### config.mk
export PLATFORM = sky130hd
export DESIGN_NAME = pcm_dc_block_fifo_flat
export DESIGN_NICKNAME = d
export VERILOG_FILES = /design/src/rtl/pcm_dc_block_fifo_pkg.sv /design/src/rtl/pcm_dc_block_fifo_if.sv /design/src/rtl/pcm_dc_block_fifo_fifo.sv /design/src/rtl/pcm_dc_block_fifo.sv /design/src/flat_wrapper.sv
export SDC_FILE = /design/constraint.sdc
export NUM_CORES = 1
export LEC_CHECK = 0
export CAP_MARGIN = 20
export CORE_MARGIN = 4
export CORE_UTILIZATION = 30
export CTS_BUF_LIST = sky130_fd_sc_hd__clkbuf_4
export DETAILED_ROUTE_END_ITERATION = 16
export GPL_TIMING_DRIVEN = 0
export SYNTH_ARGS = -nofsm -noshare
export SYNTH_HDL_FRONTEND = slang
export SYNTH_HIERARCHICAL = 1
export SYNTH_SLANG_ARGS = --single-unit
### constraint.sdc
create_clock -name mclk1 -period 5.49 [get_ports mclk1]
set_input_delay 1.098 -clock mclk1 [delete_from_list [all_inputs] [get_ports mclk1]]
set_output_delay 1.098 -clock mclk1 [all_outputs]
set_load 0.05 [all_outputs]
### src/rtl/pcm_dc_block_fifo_pkg.sv
// Shared PCM types, limits and the saturation helper used by the
// post-decimator audio stage.
package pcm_dc_block_fifo_pkg;

    localparam int PCM_W    = 16;
    localparam int SAT_IN_W = 64;

    typedef logic signed [PCM_W-1:0] pcm_t;

    localparam pcm_t PCM_MAX = 16'sh7FFF;
    localparam pcm_t PCM_MIN = 16'sh8000;

    // Callers sign-extend their wide intermediate into SAT_IN_W bits.
    function automatic pcm_t sat16(input logic signed [SAT_IN_W-1:0] v);
        pcm_t r;
        if (v > SAT_IN_W'(PCM_MAX)) begin
            r = PCM_MAX;
        end else if (v < SAT_IN_W'(PCM_MIN)) begin
            r = PCM_MIN;
        end else begin
            r = v[PCM_W-1:0];
        end
        return r;
    endfunction

endpackage

### src/rtl/pcm_dc_block_fifo_if.sv
// Sample path of the DC-block stage: decimator word and strobe in,
// valid/ready PCM stream out toward the audio sink.
interface pcm_dc_block_fifo_if;
    import pcm_dc_block_fifo_pkg::*;

    logic [PCM_W-1:0] in_data;
    logic             in_en;
    logic [2:0]       gain_sh;
    pcm_t             out_data;
    logic             out_valid;
    logic             out_ready;

    modport master (
        output in_data,
        output in_en,
        output gain_sh,
        output out_ready,
        input  out_data,
        input  out_valid
    );

    modport slave (
        input  in_data,
        input  in_en,
        input  gain_sh,
        input  out_ready,
        output out_data,
        output out_valid
    );

endinterface

### src/rtl/pcm_dc_block_fifo_fifo.sv
// Synchronous PCM sample FIFO; push and pop may coincide at any level,
// a push while full without a pop is refused.
module pcm_sample_fifo
    import pcm_dc_block_fifo_pkg::*;
#(
    parameter int DEPTH = 8
) (
    input  logic                     mclk1,
    input  logic                     reset,
    input  logic                     push,
    input  logic                     pop,
    input  pcm_t                     din,
    output pcm_t                     dout,
    output logic                     full,
    output logic                     empty,
    output logic [$clog2(DEPTH):0]   level
);
    localparam int AW = $clog2(DEPTH);
    localparam logic [AW:0] FULL_CNT = (AW+1)'(DEPTH);

    pcm_t          mem_q [DEPTH];
    pcm_t          mem_d [DEPTH];
    logic [AW-1:0] wr_ptr_q, wr_ptr_d;
    logic [AW-1:0] rd_ptr_q, rd_ptr_d;
    logic [AW:0]   count_q, count_d;
    logic          do_push;
    logic          do_pop;

    always_comb begin
        do_pop   = pop && (count_q != '0);
        // When full, a simultaneous pop frees the very slot being written.
        do_push  = push && ((count_q != FULL_CNT) || do_pop);
        mem_d    = mem_q;
        wr_ptr_d = wr_ptr_q;
        rd_ptr_d = rd_ptr_q;
        count_d  = count_q;
        if (do_push) begin
            mem_d[wr_ptr_q] = din;
            wr_ptr_d        = wr_ptr_q + 1'b1;
        end
        if (do_pop) begin
            rd_ptr_d = rd_ptr_q + 1'b1;
        end
        case ({do_push, do_pop})
            2'b10:   count_d = count_q + 1'b1;
            2'b01:   count_d = count_q - 1'b1;
            default: count_d = count_q;
        endcase
    end

    always_ff @(posedge mclk1 or posedge reset) begin
        if (reset) begin
            for (int i = 0; i < DEPTH; i++) begin
                mem_q[i] <= '0;
            end
            wr_ptr_q <= '0;
            rd_ptr_q <= '0;
            count_q  <= '0;
        end else begin
            mem_q    <= mem_d;
            wr_ptr_q <= wr_ptr_d;
            rd_ptr_q <= rd_ptr_d;
            count_q  <= count_d;
        end
    end

    assign dout  = mem_q[rd_ptr_q];
    assign full  = (count_q == FULL_CNT);
    assign empty = (count_q == '0);
    assign level = count_q;

endmodule

### src/rtl/pcm_dc_block_fifo.sv
// Post-decimator audio stage: first-order DC-blocking high-pass, power-of-two
// gain with saturation to signed 16-bit PCM, and an output sample FIFO.
module pcm_dc_block_fifo
    import pcm_dc_block_fifo_pkg::*;
#(
    parameter int DC_K       = 10,
    parameter int FIFO_DEPTH = 8,
    parameter int ACC_FRAC   = 8
) (
    input  logic                          mclk1,
    input  logic                          reset,
    pcm_dc_block_fifo_if.slave            bus,
    output logic                          ovf,
    input  logic                          ovf_clr,
    output logic [$clog2(FIFO_DEPTH):0]   level
);
    localparam int X_W  = PCM_W + 1;
    localparam int DX_W = X_W + 1;
    localparam int Y_W  = X_W + ACC_FRAC + DC_K;
    localparam int Q_W  = Y_W - ACC_FRAC;
    localparam int P_W  = Q_W + 7;

    logic signed [X_W-1:0]  x_prev_q, x_prev_d;
    logic signed [Y_W-1:0]  y_q, y_d;
    logic [2:0]             gain_q, gain_d;
    logic                   s1_vld_q, s1_vld_d;
    pcm_t                   s2_pcm_q, s2_pcm_d;
    logic                   s2_vld_q, s2_vld_d;
    logic                   push_q, push_d;
    logic                   ovf_q, ovf_d;

    logic signed [X_W-1:0]  x_new;
    logic signed [DX_W-1:0] dx;
    logic signed [Y_W-1:0]  y_new;
    logic signed [Q_W-1:0]  q;
    logic signed [P_W-1:0]  p;
    logic                   pop;
    logic                   fifo_full;
    logic                   fifo_empty;

    always_comb begin
        x_new = {1'b0, bus.in_data};
        dx    = DX_W'(x_new) - DX_W'(x_prev_q);
        // y carries enough headroom that this update never wraps.
        y_new = y_q + (Y_W'(dx) <<< ACC_FRAC) - (y_q >>> DC_K);

        x_prev_d = x_prev_q;
        y_d      = y_q;
        gain_d   = gain_q;
        s1_vld_d = bus.in_en;
        if (bus.in_en) begin
            x_prev_d = x_new;
            y_d      = y_new;
            gain_d   = bus.gain_sh;
        end

        // Dropping the fraction bits of y is a floor, i.e. toward -inf.
        q        = y_q[Y_W-1:ACC_FRAC];
        p        = P_W'(q) <<< gain_q;
        s2_vld_d = s1_vld_q;
        s2_pcm_d = s1_vld_q ? sat16(SAT_IN_W'(p)) : s2_pcm_q;
        push_d   = s2_vld_q;

        pop   = !fifo_empty && bus.out_ready;
        ovf_d = ovf_q;
        if (push_q && fifo_full && !pop) begin
            ovf_d = 1'b1;
        end else if (ovf_clr) begin
            ovf_d = 1'b0;
        end
    end

    always_ff @(posedge mclk1 or posedge reset) begin
        if (reset) begin
            x_prev_q <= '0;
            y_q      <= '0;
            gain_q   <= '0;
            s1_vld_q <= 1'b0;
            s2_pcm_q <= '0;
            s2_vld_q <= 1'b0;
            push_q   <= 1'b0;
            ovf_q    <= 1'b0;
        end else begin
            x_prev_q <= x_prev_d;
            y_q      <= y_d;
            gain_q   <= gain_d;
            s1_vld_q <= s1_vld_d;
            s2_pcm_q <= s2_pcm_d;
            s2_vld_q <= s2_vld_d;
            push_q   <= push_d;
            ovf_q    <= ovf_d;
        end
    end

    // s2_pcm_q holds until the next sample reaches stage 2, which the minimum
    // strobe spacing keeps later than this push.
    pcm_sample_fifo #(
        .DEPTH (FIFO_DEPTH)
    ) u_fifo (
        .mclk1 (mclk1),
        .reset (reset),
        .push  (push_q),
        .pop   (bus.out_ready),
        .din   (s2_pcm_q),
        .dout  (bus.out_data),
        .full  (fifo_full),
        .empty (fifo_empty),
        .level (level)
    );

    assign bus.out_valid = !fifo_empty;
    assign ovf           = ovf_q;

endmodule

### src/flat_wrapper.sv
// flat-port wrapper written by rule: the top's interface ports become plain ports
module pcm_dc_block_fifo_flat import pcm_dc_block_fifo_pkg::*;
#(
    parameter int DC_K       = 10,
    parameter int FIFO_DEPTH = 8,
    parameter int ACC_FRAC   = 8
)
  (mclk1, reset, ovf, ovf_clr, level, bus_in_data, bus_in_en, bus_gain_sh, bus_out_ready, bus_out_data, bus_out_valid);
  pcm_dc_block_fifo_if bus_i ();
  input  logic mclk1;
  input  logic reset;
  output logic ovf;
  input  logic ovf_clr;
  output logic [$clog2(FIFO_DEPTH):0] level;
  input wire logic [$bits(bus_i.in_data)-1:0] bus_in_data;
  input wire logic [$bits(bus_i.in_en)-1:0] bus_in_en;
  input wire logic [$bits(bus_i.gain_sh)-1:0] bus_gain_sh;
  input wire logic [$bits(bus_i.out_ready)-1:0] bus_out_ready;
  output wire logic [$bits(bus_i.out_data)-1:0] bus_out_data;
  output wire logic [$bits(bus_i.out_valid)-1:0] bus_out_valid;
  assign bus_i.in_data = bus_in_data;
  assign bus_i.in_en = bus_in_en;
  assign bus_i.gain_sh = bus_gain_sh;
  assign bus_i.out_ready = bus_out_ready;
  assign bus_out_data = bus_i.out_data;
  assign bus_out_valid = bus_i.out_valid;
  pcm_dc_block_fifo #(.DC_K(DC_K), .FIFO_DEPTH(FIFO_DEPTH), .ACC_FRAC(ACC_FRAC)) u_core (.mclk1(mclk1), .reset(reset), .bus(bus_i), .ovf(ovf), .ovf_clr(ovf_clr), .level(level));
endmodule
==> metrics.md, run 1 <==
| Metric | Value |
|---|---|
| Die Area | 0.0497 mm2 |
| Max stage delay cell, worst path | or4b_2 |
| Post-synth top area cell | dfrtp_1 |
| Final Hold Viols | 0 |
| Post-Syn Area | 0.0139 mm2 |
| Cell Chain, Critical Path | clkdlybuf4s50_1 -> ha_4 -> o21a_1 -> o2111a_1 -> o21ai_4 -> a31oi_2 -> a41o_1 -> or2_2 -> a21o_4 -> fa_1 -> inv_1 -> ha_1 -> a21oi_1 -> or4b_2 -> o311a_1 -> or3_1 -> a31o_1 |
| Via/cell ratio | 4.90 |
| Top_reg_cell synth | dfrtp_1 |
| Distinct cells, synth | 80 |
| I/O pins | 46 |
| Post-synth EDFFs | 0 |
| Kind of critical path | in -> reg |
| 1st-iter DRT viols | 673 |
| Starting Density | 30.5% |
| Met1 wire length | 15400 um |
| Post-synth net total | 1334 |
| Die height | 223 um |
| CORE AREA | 0.0455 mm2 |
| Routed WL | 32500 um |
| Period utilization | 98.7% |
| Port Buffers | 45 |
| Initial antenna violation count | 1 |
| Dpl cell area | 0.0152 mm2 |
| Min-Delay Path Class | reg -> reg |
| Number of global-route vias before repair | 10100 |
| TritonCTS clock tree | yes |
| Largest net degree at the start of global routing | 93 |
| Synth top area share | 38.3% |
| Synth async-reset ratio | 100% |
| Vias | 9697 |
| Final Instance Count excl. Fillers | 1978 |
| Later-pin clock latency in the skew report | 0.71 ns |
| Final max-slew violation count | 0 |
| H-tree levels | 2 |
| CP max FO | 8 |
| Post-synthesis cell count | 1219 |
| Share of layout cells above drive strength 1 | 27.4% |
| Synthesized flop and latch total | 212 |
| Buf/Inv on CP | 2 |
| CP Launch Type | primary input |
| CTS Hold Bufs | 0 |
| Met3 wire length | 1360 um |
| Sink Count | 212 |
| Post-DP HPWL | 23600 um |
| Worst Clk Skew | 0.0230 ns |
| First-pass iteration count of the detailed router | 8 |
| Final nets | 1448 |
| Fmax | 0.185 GHz |
| RD Place Congestion | 0.912 |
| Row cnt | 78 |
| CP Capture Type | flip-flop |
| Cts bufs inserted | 59 |
| Slew HR | 48.3% |
| CTS root buffer | clkbuf_4 |
| Final min period | 5.42 ns |
| Sequential share of the synthesized area | 38.3% |
| Avg Synthesized Cell Area | 11.4 um2 |
| Layout area overhead | 16.0% |
| CP arrival | 6.01 ns |
| DRC Markers | 0 |
| Finish-stage setup viols | 0 |
| Grt ovf | 0 |
| Synthesis Warnings | 6 |
| Outcome | finished, final reports clean |
| Global-route wire length before repair | 54300 um |
| Total track usage | 13.2% |
| Req. time, crit path | 6.08 ns |
| Clock Tree Buf Depth | 3 |
| Highest routed metal layer | met4 |
| Cell area after layout | 0.0161 mm2 |
| Cell family with most CP delay | compound AO/OA/AOI/OAI gates |
| DP Cell Count | 1866 |
| Width of the chip | 223 um |
| Dpl ws | -0.995 ns |
| Met2 wire len | 15200 um |
| Setup TNS | 0 ns |
| Area contributors post-synth | dfrtp_1 38%, mux2_2 10%, mux4_2 6.3%, ha_1 5.6%, fa_1 4.2% |
| Antenna Nets Post-Route | 0 |
| Worst Slack Setup Final | 0.0713 ns |
| WL/cell | 16.4 um |
| Worst-Margin Slew | 0.775 ns |
| Worst path max stage delay | 0.62 ns |
| CTS clk-pin slew, worst paths | 0.06 ns |
| Max Cap Viol | 0 |
## path summary, 6_finish.rpt
path | from | endpoint | slack [ns] | depth (start not counted)
max reg2reg | u_core/x_prev_q[1] | u_core/y_q[34] | 0.49 | 22
min in group asynchronous | reset | u_core/ovf | 0.84 | 2
max | bus_in_data[5] | u_core/y_q[33] | 0.07 | 17
min | u_core/push_d | u_core/push_q | 0.36 | 0
max in group asynchronous | reset | u_core/u_fifo/mem_q[116] | 3.81 | 3
min reg2reg | u_core/push_d | u_core/push_q | 0.36 | 0
## metrics by stage
stage                     utilization (%)  hold WS [ns]
after global placement               33.3         0.343
after detailed placement             33.4         0.343
after global routing                 35.4         0.378
after CTS                            35.2         0.357
after floorplan                         -         0.331
final                                35.4         0.359
## area by class of cell
type                    instances  area, um2
fillers                      4585      29400
multi-input cells             836       7960
flip-flops and latches        212       5310
well taps                     600        751
clock buffers                  88        661
repair buffers                 53        549
inverters                     114        435
plain buffers                  57        349
clock inverters                17       75.1
diodes                          1       2.50
## Yosys cell counts (all sizes together) (7+ instances only)
master  instances
o22a           16
a31oi          11
o21ai          48
dfrtp         212
o211ai         11
a21o           19
a21oi          71
mux4           40
and2           10
nor2b          13
nand3          13
xnor2          23
clkbuf         24
and3            9
fa             29
buf            33
xor2           20
nand2          78
nand4           8
ha             62
inv           114
or3             7
mux2i          51
nor3           14
mux2          158
nor2           42
## flip-flops by register name (all words and copies together), names as in the netlist
register	count
u_core/gain_q	3
u_core/ovf	1
u_core/push_d	1
u_core/push_q	1
u_core/s1_vld_q	1
u_core/s2_pcm_q	16
u_core/u_fifo/level	4
u_core/u_fifo/mem_q	128
u_core/u_fifo/rd_ptr_q	3
u_core/u_fifo/wr_ptr_q	3
u_core/x_prev_q	16
u_core/y_q	35
## what timing repair did
| item | CTS | global route |
|---|---|---|
| pin swaps | 9 | 14 |
| setup buffers | 2 | 4 |
| resized for setup | 9 | 14 |
| endpoints found under the setup margin | 2 | 4 |
| gates cloned | 0 | 0 |
## cells by family (layout without fill, tap and decap cells)
logic type / count (synthesis) / in the layout / synth area share [%]
multiplexers: 249 / 249 / 23.9
AO/OA/AOI/OAI: 228 / 228 / 11.7
AND/OR/NAND/NOR: 225 / 225 / 8.08
flip-flops: 212 / 212 / 38.3
buffers and inverters: 171 / 329 / 5.61
adder cells (fa/ha/maj): 91 / 91 / 9.78
XOR/XNOR: 43 / 43 / 2.72
other: 0 / 1 / 0
## cell usage in the layout (no fill, tap or decap), types with 6 or more instances in the layout
cell / Yosys / layout
a21o_1: 19 / 18
a21oi_1: 69 / 64
a21oi_2: 2 / 6
a31oi_1: 10 / 9
and2_1: 9 / 9
and3_1: 9 / 9
buf_1: 6 / 6
buf_2: 15 / 15
buf_4: 1 / 7
buf_6: 8 / 8
clkbuf_1: 23 / 23
clkbuf_4: 1 / 89
clkdlybuf4s50_1: 0 / 44
clkinv_1: 0 / 13
dfrtp_1: 212 / 212
fa_1: 29 / 28
ha_1: 62 / 55
ha_4: 0 / 7
inv_1: 114 / 110
mux2_2: 127 / 127
mux2_4: 30 / 30
mux2i_1: 50 / 50
mux4_2: 39 / 39
nand2_1: 78 / 77
nand3_1: 13 / 13
nand4_1: 8 / 8
nor2_1: 42 / 42
nor2b_1: 13 / 13
nor3_1: 13 / 12
o211ai_1: 8 / 8
o21a_1: 6 / 6
o21ai_0: 42 / 39
o21ai_1: 5 / 6
o22a_1: 16 / 16
or3_1: 7 / 6
xnor2_1: 23 / 23
xor2_1: 20 / 20
## per-layer routing
metal  vias up  GRT usage [%]
li1       4653              -
met1      4785           18.1
met2       203           21.5
met3        56           2.58
met4         0           3.28
met5         -              0
Power of run 1 is not shown: default switching activity piles up to over one toggle a cycle in this logic, so the estimate is an artifact.
==> run 2: changes to the inputs <==
CORE_UTILIZATION = 64   (was 30)
PLACE_DENSITY = 0.83   (was default)
==> run 2 against run 1 <==
Effect of this change:
- final cell count fell by 17%
- utilization up 39 points
- fmax fell by 0.38%
- sequential share of layout area rose by 0.82 points
- sequential cell count did not move
- critical path type unchanged
- largest cell class unchanged
==> metrics.md, run 2 (synthesis results as in run 1) <==
| Metric | Value |
|---|---|
| Outcome | finished, final reports clean (unchanged) |
| Cell family with most CP delay | compound AO/OA/AOI/OAI gates (unchanged) |
| I/O pins | 46 (unchanged) |
| Clock Tree Buf Depth | 3 (unchanged) |
| Top flop regs | u_core/u_fifo/mem_q (128), u_core/y_q (35) (unchanged) |
| Cts bufs inserted | 56 (was 59) |
| Finish-stage setup viols | 0 (unchanged) |
| Vias | 9923 (was 9697) |
| Post-layout util | 74.2% (was 35.4%) |
| FILL cells | 1451 (was 4585) |
| Max reg flops | 128 (unchanged) |
| Final nets | 1453 (was 1448) |
| CTS root buffer | clkbuf_4 (unchanged) |
| Antenna Nets Post-Route | 0 (unchanged) |
| Most flops, register | u_core/u_fifo/mem_q (unchanged) |
| Buf/Inv on CP | 2 (unchanged) |
| DRC Markers | 0 (unchanged) |
| Commonest non-fill, non-tap cell in the layout | dfrtp_1 (unchanged) |
| Die height | 155 um (was 223 um) |
| Fmax | 0.184 GHz (was 0.185 GHz) |
| Dpl cell area | 0.0148 mm2 (was 0.0152 mm2) |
| Cell area after layout | 0.0157 mm2 (was 0.0161 mm2) |
| CP Launch Type | primary input (unchanged) |
| Final Hold Viols | 0 (unchanged) |
| WL/cell | 19.3 um (was 16.4 um) |
| Worst Slack Setup Final | 0.0507 ns (was 0.0713 ns) |
| Cell Chain, Critical Path | clkdlybuf4s50_1 -> ha_1 -> and2_1 -> o21ai_1 -> a31oi_2 -> a41o_1 -> or2_2 -> a21o_4 -> fa_1 -> inv_1 -> ha_4 -> a21o_1 -> a21oi_1 -> nor2_1 -> or4b_2 -> o311a_1 -> or3_1 -> a31o_1 (was clkdlybuf4s50_1 -> ha_4 -> o21a_1 -> o2111a_1 -> o21ai_4 -> a31oi_2 -> a41o_1 -> or2_2 -> a21o_4 -> fa_1 -> inv_1 -> ha_1 -> a21oi_1 -> or4b_2 -> o311a_1 -> or3_1 -> a31o_1) |
| Width of the chip | 155 um (was 223 um) |
| CTS clk-pin slew, worst paths | 0.07 ns (was 0.06 ns) |
| Row cnt | 53 (was 78) |
| Setup TNS | 0 ns (unchanged) |
| Initial antenna violation count | 1 (unchanged) |
| CP arrival | 5.98 ns (was 6.01 ns) |
| Largest net degree at the start of global routing | 102 (was 93) |
| Via/cell ratio | 6.03 (was 4.90) |
| Routed WL | 31700 um (was 32500 um) |
| Max Cap Viol | 0 (unchanged) |
| Layout area overhead | 13.2% (was 16.0%) |
| Post-DP HPWL | 23100 um (was 23600 um) |
| CP Capture Type | flip-flop (unchanged) |
| Global-route wire length before repair | 51700 um (was 54300 um) |
| Req. time, crit path | 6.03 ns (was 6.08 ns) |
| Final min period | 5.44 ns (was 5.42 ns) |
| Share of layout cells above drive strength 1 | 28.0% (was 27.4%) |
| CP max FO | 6 (was 8) |
| Period utilization | 99.1% (was 98.7%) |
| H-tree levels | 2 (unchanged) |
| Port Buffers | 45 (unchanged) |
| Slew HR | 47.7% (was 48.3%) |
| Starting Density | 65.5% (was 30.5%) |
| CORE AREA | 0.0212 mm2 (was 0.0455 mm2) |
| Worst path max stage delay | 0.60 ns (was 0.62 ns) |
| Worst Clk Skew | 0.0388 ns (was 0.0230 ns) |
| Total track usage | 26.6% (was 13.2%) |
| Min-Delay Path Class | reg -> reg (unchanged) |
| Number of global-route vias before repair | 10300 (was 10100) |
| RD Place Congestion | 0.931 (was 0.912) |
| Later-pin clock latency in the skew report | 0.69 ns (was 0.71 ns) |
| 1st-iter DRT viols | 558 (was 673) |
| Max stage delay cell, worst path | or4b_2 (unchanged) |
| Final max-slew violation count | 0 (unchanged) |
| First-pass iteration count of the detailed router | 5 (was 8) |
| Commonest non-fill, non-tap cells in the layout | 212 x dfrtp_1, 127 x mux2_2, 110 x inv_1 (unchanged) |
| Kind of critical path | in -> reg (unchanged) |
| Worst-Margin Slew | 0.785 ns (was 0.775 ns) |
| TritonCTS clock tree | yes (unchanged) |
| Die Area | 0.0241 mm2 (was 0.0497 mm2) |
| Grt ovf | 0 (unchanged) |
| Sink Count | 212 (unchanged) |
| CTS Hold Bufs | 0 (unchanged) |
| Dpl ws | -0.951 ns (was -0.995 ns) |
==> run 2: cell count changes in the layout (fill, tap and decap cells not counted), sizes merged <==
| cell | previous run | this run |
|---|---|---|
| buf | 41 | 49 |
| clkinv | 14 | 11 |
| inv | 117 | 116 |
| clkdlybuf4s50 | 44 | 41 |
| clkbuf | 112 | 101 |
| dlymetal6s2s | 0 | 3 |
| dlygate4sd2 | 1 | 0 |
| clkinvlp | 0 | 1 |
==> run 2: final cells by class <==
type                            instances  area [um2]  share of cell area [%]
Clock inverter                         14        62.6                   0.399
Timing Repair Buffer                   61         617                    3.93
Tap cell                              275         344                    2.19
Inverter                              114         435                    2.77
Clock buffer                           76         571                    3.63
Multi-Input combinational cell        836        8010                    51.0
Antenna cell                            1        2.50                  0.0159
Buffer                                 57         349                    2.22
Sequential cell                       212        5310                    33.8
==> run 2: metal layers <==
metal  up-vias  global-route usage [%]  part of all wire (%)
met5         -                       0                     0
met4         0                    10.2                   3.2
met3        81                    3.81                   4.1
met2       249                    46.8                    51
met1      4937                    33.3                    42
li1       4656                       -                     -
==> run 2: final timing paths <==
| path | to | slack [ns] | cells past startpoint | startpoint |
|---|---|---|---|---|
| worst max-delay path | u_core/y_q[33] | 0.05 | 18 | bus_in_data[8] |
| worst min-delay path | u_core/push_q | 0.34 | 0 | u_core/push_d |
| worst max register to register | u_core/y_q[34] | 0.29 | 23 | u_core/x_prev_q[1] |
| worst min register to register | u_core/push_q | 0.34 | 0 | u_core/push_d |
| max in group asynchronous | u_core/u_fifo/mem_q[39] | 3.83 | 3 | reset |
| min in group asynchronous | u_core/ovf | 0.73 | 2 | reset |
==> run 2: repair_timing <==
item                       in CTS  in global routing
gates resized for setup        11                 31
pin swaps                      12                 21
setup endpoints to repair       2                  6
buffers inserted               10                  4
==> run 2: stage by stage <==
stage / cells / hold slack, ns
6_report: 1646 / 0.337
5_1_grt: 1646 / 0.369
4_1_cts: 1641 / 0.366
3_5_place_dp: 1541 / 0.343
3_3_place_gp: 1539 / 0.333
2_1_floorplan: 1219 / 0.331
Power of run 2 is left out for the same reason.
==> run 3: changes to the inputs <==
SYNTH_HIERARCHICAL = default   (was 1)
clock period = 5.7 ns   (was 5.49 ns; I/O delays follow)
==> run 3 against run 2 <==
Effect of this change:
- first-iteration DRC count decreased by 9.1%
- synthesized cell count is 3.1% lower
- register-to-register slack better by 0.45 ns
- sequential share of layout area rose by 1.4 points
- utilization grew 0.32 points
- hold slack better by 0.017 ns
- clock skew increased by 0.022 ns
- wire length is 0.83% higher
- sequential cell count unchanged
- area after synthesis fell by 4.9%
==> metrics.md, run 3 <==
| Metric | Value |
|---|---|
| Outcome | finished, final reports clean (unchanged) |
| Worst path max stage delay | 0.48 ns (was 0.60 ns) |
| Die Area | 0.0230 mm2 (was 0.0241 mm2) |
| Top_reg_cell synth | dfrtp_1 (unchanged) |
| CP Capture Type | flip-flop (unchanged) |
| Share of layout cells above drive strength 1 | 25.1% (was 28.0%) |
| Width of the chip | 152 um (was 155 um) |
| Number of global-route vias before repair | 10100 (was 10300) |
| Cts bufs inserted | 54 (was 56) |
| Sequential cell area | 0.00531 mm2 (unchanged) |
| Largest net degree at the start of global routing | 46 (was 102) |
| Commonest non-fill, non-tap cell in the layout | dfrtp_1 (unchanged) |
| Sequential share of the synthesized area | 40.2% (was 38.3%) |
| Kind of critical path | in -> reg (unchanged) |
| Finish-stage setup viols | 0 (unchanged) |
| Cell family with most CP delay | compound AO/OA/AOI/OAI gates (unchanged) |
| Synth async-reset ratio | 100% (unchanged) |
| Hold Path Origin | u_core.s1_vld_q (was u_core/push_d) |
| Max stage delay cell, worst path | fa_1 (was or4b_2) |
| Post-synthesis cell count | 1181 (was 1219) |
| Via/cell ratio | 6.16 (was 6.03) |
| Crit path top cell by count | o21a_1 |
| Routed WL | 32000 um (was 31700 um) |
| Antenna Nets Post-Route | 0 (unchanged) |
| Post-Syn Area | 0.0132 mm2 (was 0.0139 mm2) |
| Synth top area share | 40.2% (was 38.3%) |
| Slew HR | 30.3% (was 47.7%) |
| Commonest non-fill, non-tap cells in the layout | 212 x dfrtp_1, 154 x mux2_2, 92 x nand2_1 (was 212 x dfrtp_1, 127 x mux2_2, 110 x inv_1) |
| Worst Clk Skew | 0.0612 ns (was 0.0388 ns) |
| Initial antenna violation count | 1 (unchanged) |
| Sink Count | 212 (unchanged) |
| DRC Markers | 0 (unchanged) |
| CTS root buffer | clkbuf_4 (unchanged) |
| Starting Density | 65.2% (was 65.5%) |
| WL/cell | 19.9 um (was 19.3 um) |
| Total track usage | 28.4% (was 26.6%) |
| CP max FO | 7 (was 6) |
| Top flop regs | u_core.u_fifo.mem_q (128), u_core.y_q (35) (was u_core/u_fifo/mem_q (128), u_core/y_q (35)) |
| Port Buffers | 45 (unchanged) |
| Area contributors post-synth | dfrtp_1 40%, mux2_2 13%, mux4_2 6.1%, ha_1 6.0%, fa_1 4.4% (was dfrtp_1 38%, mux2_2 10%, mux4_2 6.3%, ha_1 5.6%, fa_1 4.2%) |
| Multi-input gate area | 0.00759 mm2 (was 0.00801 mm2) |
| Post-DP HPWL | 22700 um (was 23100 um) |
| Die height | 152 um (was 155 um) |
| RSZ-0062 raised after global routing | no |
| Later-pin clock latency in the skew report | 0.70 ns (was 0.69 ns) |
| Grt ovf | 0 (unchanged) |
| Worst flop-to-flop path startpoint | u_core.x_prev_q[1] (was u_core/x_prev_q[1]) |
| DP Cell Count | 1502 (was 1541) |
| Final Hold Viols | 0 (unchanged) |
| Cell Chain, Critical Path | clkdlybuf4s50_1 -> ha_1 -> nor2b_1 -> o21a_1 -> o21ai_2 -> a211oi_2 -> o311a_1 -> o21a_1 -> o21a_1 -> o41a_1 -> xor2_2 -> fa_1 -> ha_4 -> nand3_4 -> nor2_4 -> nand3_1 -> or3b_4 -> a311oi_4 -> a31oi_4 -> mux2_2 -> nand3_1 (was clkdlybuf4s50_1 -> ha_1 -> and2_1 -> o21ai_1 -> a31oi_2 -> a41o_1 -> or2_2 -> a21o_4 -> fa_1 -> inv_1 -> ha_4 -> a21o_1 -> a21oi_1 -> nor2_1 -> or4b_2 -> o311a_1 -> or3_1 -> a31o_1) |
| Post-synth net total | 1297 (was 1334) |
| Period utilization | 96.9% |
| Min-Delay Path Class | reg -> reg (unchanged) |
| TritonCTS clock tree | yes (unchanged) |
| CTS clk-pin slew, worst paths | 0.06 ns (was 0.07 ns) |
| Max Cap Viol | 0 (unchanged) |
| Post-synth top area cell | dfrtp_1 (unchanged) |
| CORE AREA | 0.0202 mm2 (was 0.0212 mm2) |
| Synthesis Warnings | 0 (was 6) |
| Avg Synthesized Cell Area | 11.2 um2 (was 11.4 um2) |
| FILL cells | 1334 (was 1451) |
| Crit path launch | bus_in_data[1] (was bus_in_data[8]) |
| Fmax | 0.181 GHz |
| Global-route wire length before repair | 51300 um (was 51700 um) |
| Final max-slew violation count | 0 (unchanged) |
| Vias | 9905 (was 9923) |
| Distinct cells, synth | 65 (was 80) |
| CP Launch Type | primary input (unchanged) |
| CP arrival | 6.07 ns (was 5.98 ns) |
| 1st-iter DRT viols | 507 (was 558) |
| Most flops, register | u_core.u_fifo.mem_q (was u_core/u_fifo/mem_q) |
| Final nets | 1411 (was 1453) |
| Req. time, crit path | 6.25 ns (was 6.03 ns) |
| Row cnt | 52 (was 53) |
| First-pass iteration count of the detailed router | 5 (unchanged) |
| Most frequent cell after synthesis | dfrtp_1 (unchanged) |
| Synth cell count leaders | 212 x dfrtp_1, 154 x mux2_2, 92 x nand2_1, 74 x o21ai_0, 64 x inv_1 (was 212 x dfrtp_1, 127 x mux2_2, 114 x inv_1, 78 x nand2_1, 69 x a21oi_1) |
| Final Instance Count excl. Fillers | 1609 (was 1646) |
| Synthesized flop and latch total | 212 (unchanged) |
| I/O pins | 46 (unchanged) |
| Post-synth EDFFs | 0 (unchanged) |
| H-tree levels | 2 (unchanged) |
| Max reg flops | 128 (unchanged) |
| Final min period | 5.52 ns |
| Worst-Margin Slew | 1.04 ns (was 0.785 ns) |
| RD Place Congestion | 0.919 (was 0.931) |
| Buf/Inv on CP | 1 (was 2) |
| Clock Tree Buf Depth | 3 (unchanged) |
| Layout area overhead | 14.3% (was 13.2%) |
[run 3: changes by cell type in the layout (fill, tap and decap cells not counted), moves of 11 or more]
cell / change
clkinv_1: +12
clkbuf_1: +12
nand2_1: +15
inv_1: -47
o21a_1: +17
o22a_1: -16
mux2_4: -30
nand3_1: +14
mux2_2: +27
a21oi_1: -11
o21ai_0: +32
[run 3: area by class of cell]
| cell class | instances | area share (%) |
|---|---|---|
| multi-input combinational | 844 | 50.3 |
| sequential | 212 | 35.2 |
| timing repair buffer | 63 | 4.34 |
| clock buffer | 70 | 3.48 |
| tap | 270 | 2.24 |
| inverter | 67 | 1.69 |
| buffer | 53 | 1.56 |
| clock inverter | 28 | 1.15 |
| antenna | 2 | 0.0332 |
[run 3: kinds of logic (layout without fill, tap and decap cells)]
family	after synthesis	after routing	share of synthesized area [%]
compound gates	243	243	11.8
xor+xnor	48	48	3.19
fa+ha+maj	92	92	10.4
buf+inv	125	281	3.78
flops	212	212	40.2
mux	232	232	22.5
other cells	0	2	0
simple gates	229	229	8.10
[run 3: path summary, 6_finish.rpt]
kind	endpoint	slack (ns)	depth (start not counted)
worst max-delay path	u_core.y_q[34]	0.18	21
worst min-delay path	u_core.push_d	0.35	0
worst max register to register	u_core.y_q[34]	0.74	21
worst min register to register	u_core.push_d	0.35	0
max in group asynchronous	u_core.u_fifo.mem_q[89]	3.46	6
min in group asynchronous	u_core.y_q[26]	0.86	2
[run 3: layer usage]
metal	part of all wire [%]	global-route usage [%]	routed length [um]
met5	0	0	0
met4	3.4	10.6	1100
met3	5.0	4.88	1610
met2	51	49.9	16400
met1	40	35.2	12800
[run 3: per-stage QoR]
stage	hold WS, ns	worst slack, ns	utilization, %	TNS (ns)	cell area (um2)
2_1_floorplan	0.331	0.0113	-	0	13200
3_3_place_gp	0.359	-1.13	69.1	-7.22	14000
3_5_place_dp	0.356	-1.24	69.6	-8.39	14100
4_1_cts	0.373	0.00186	73.7	0	14900
5_1_grt	0.375	0.0482	74.5	0	15100
6_report	0.354	0.175	74.5	0	15100
[run 3: timing repair]
action	4_1_cts	5_1_grt
pin swaps	8	18
buffers inserted	5	7
resized for setup	23	23
hold buffers	0	0
endpoints found under the setup margin	5	7
Power of run 3 is left out for the same reason.
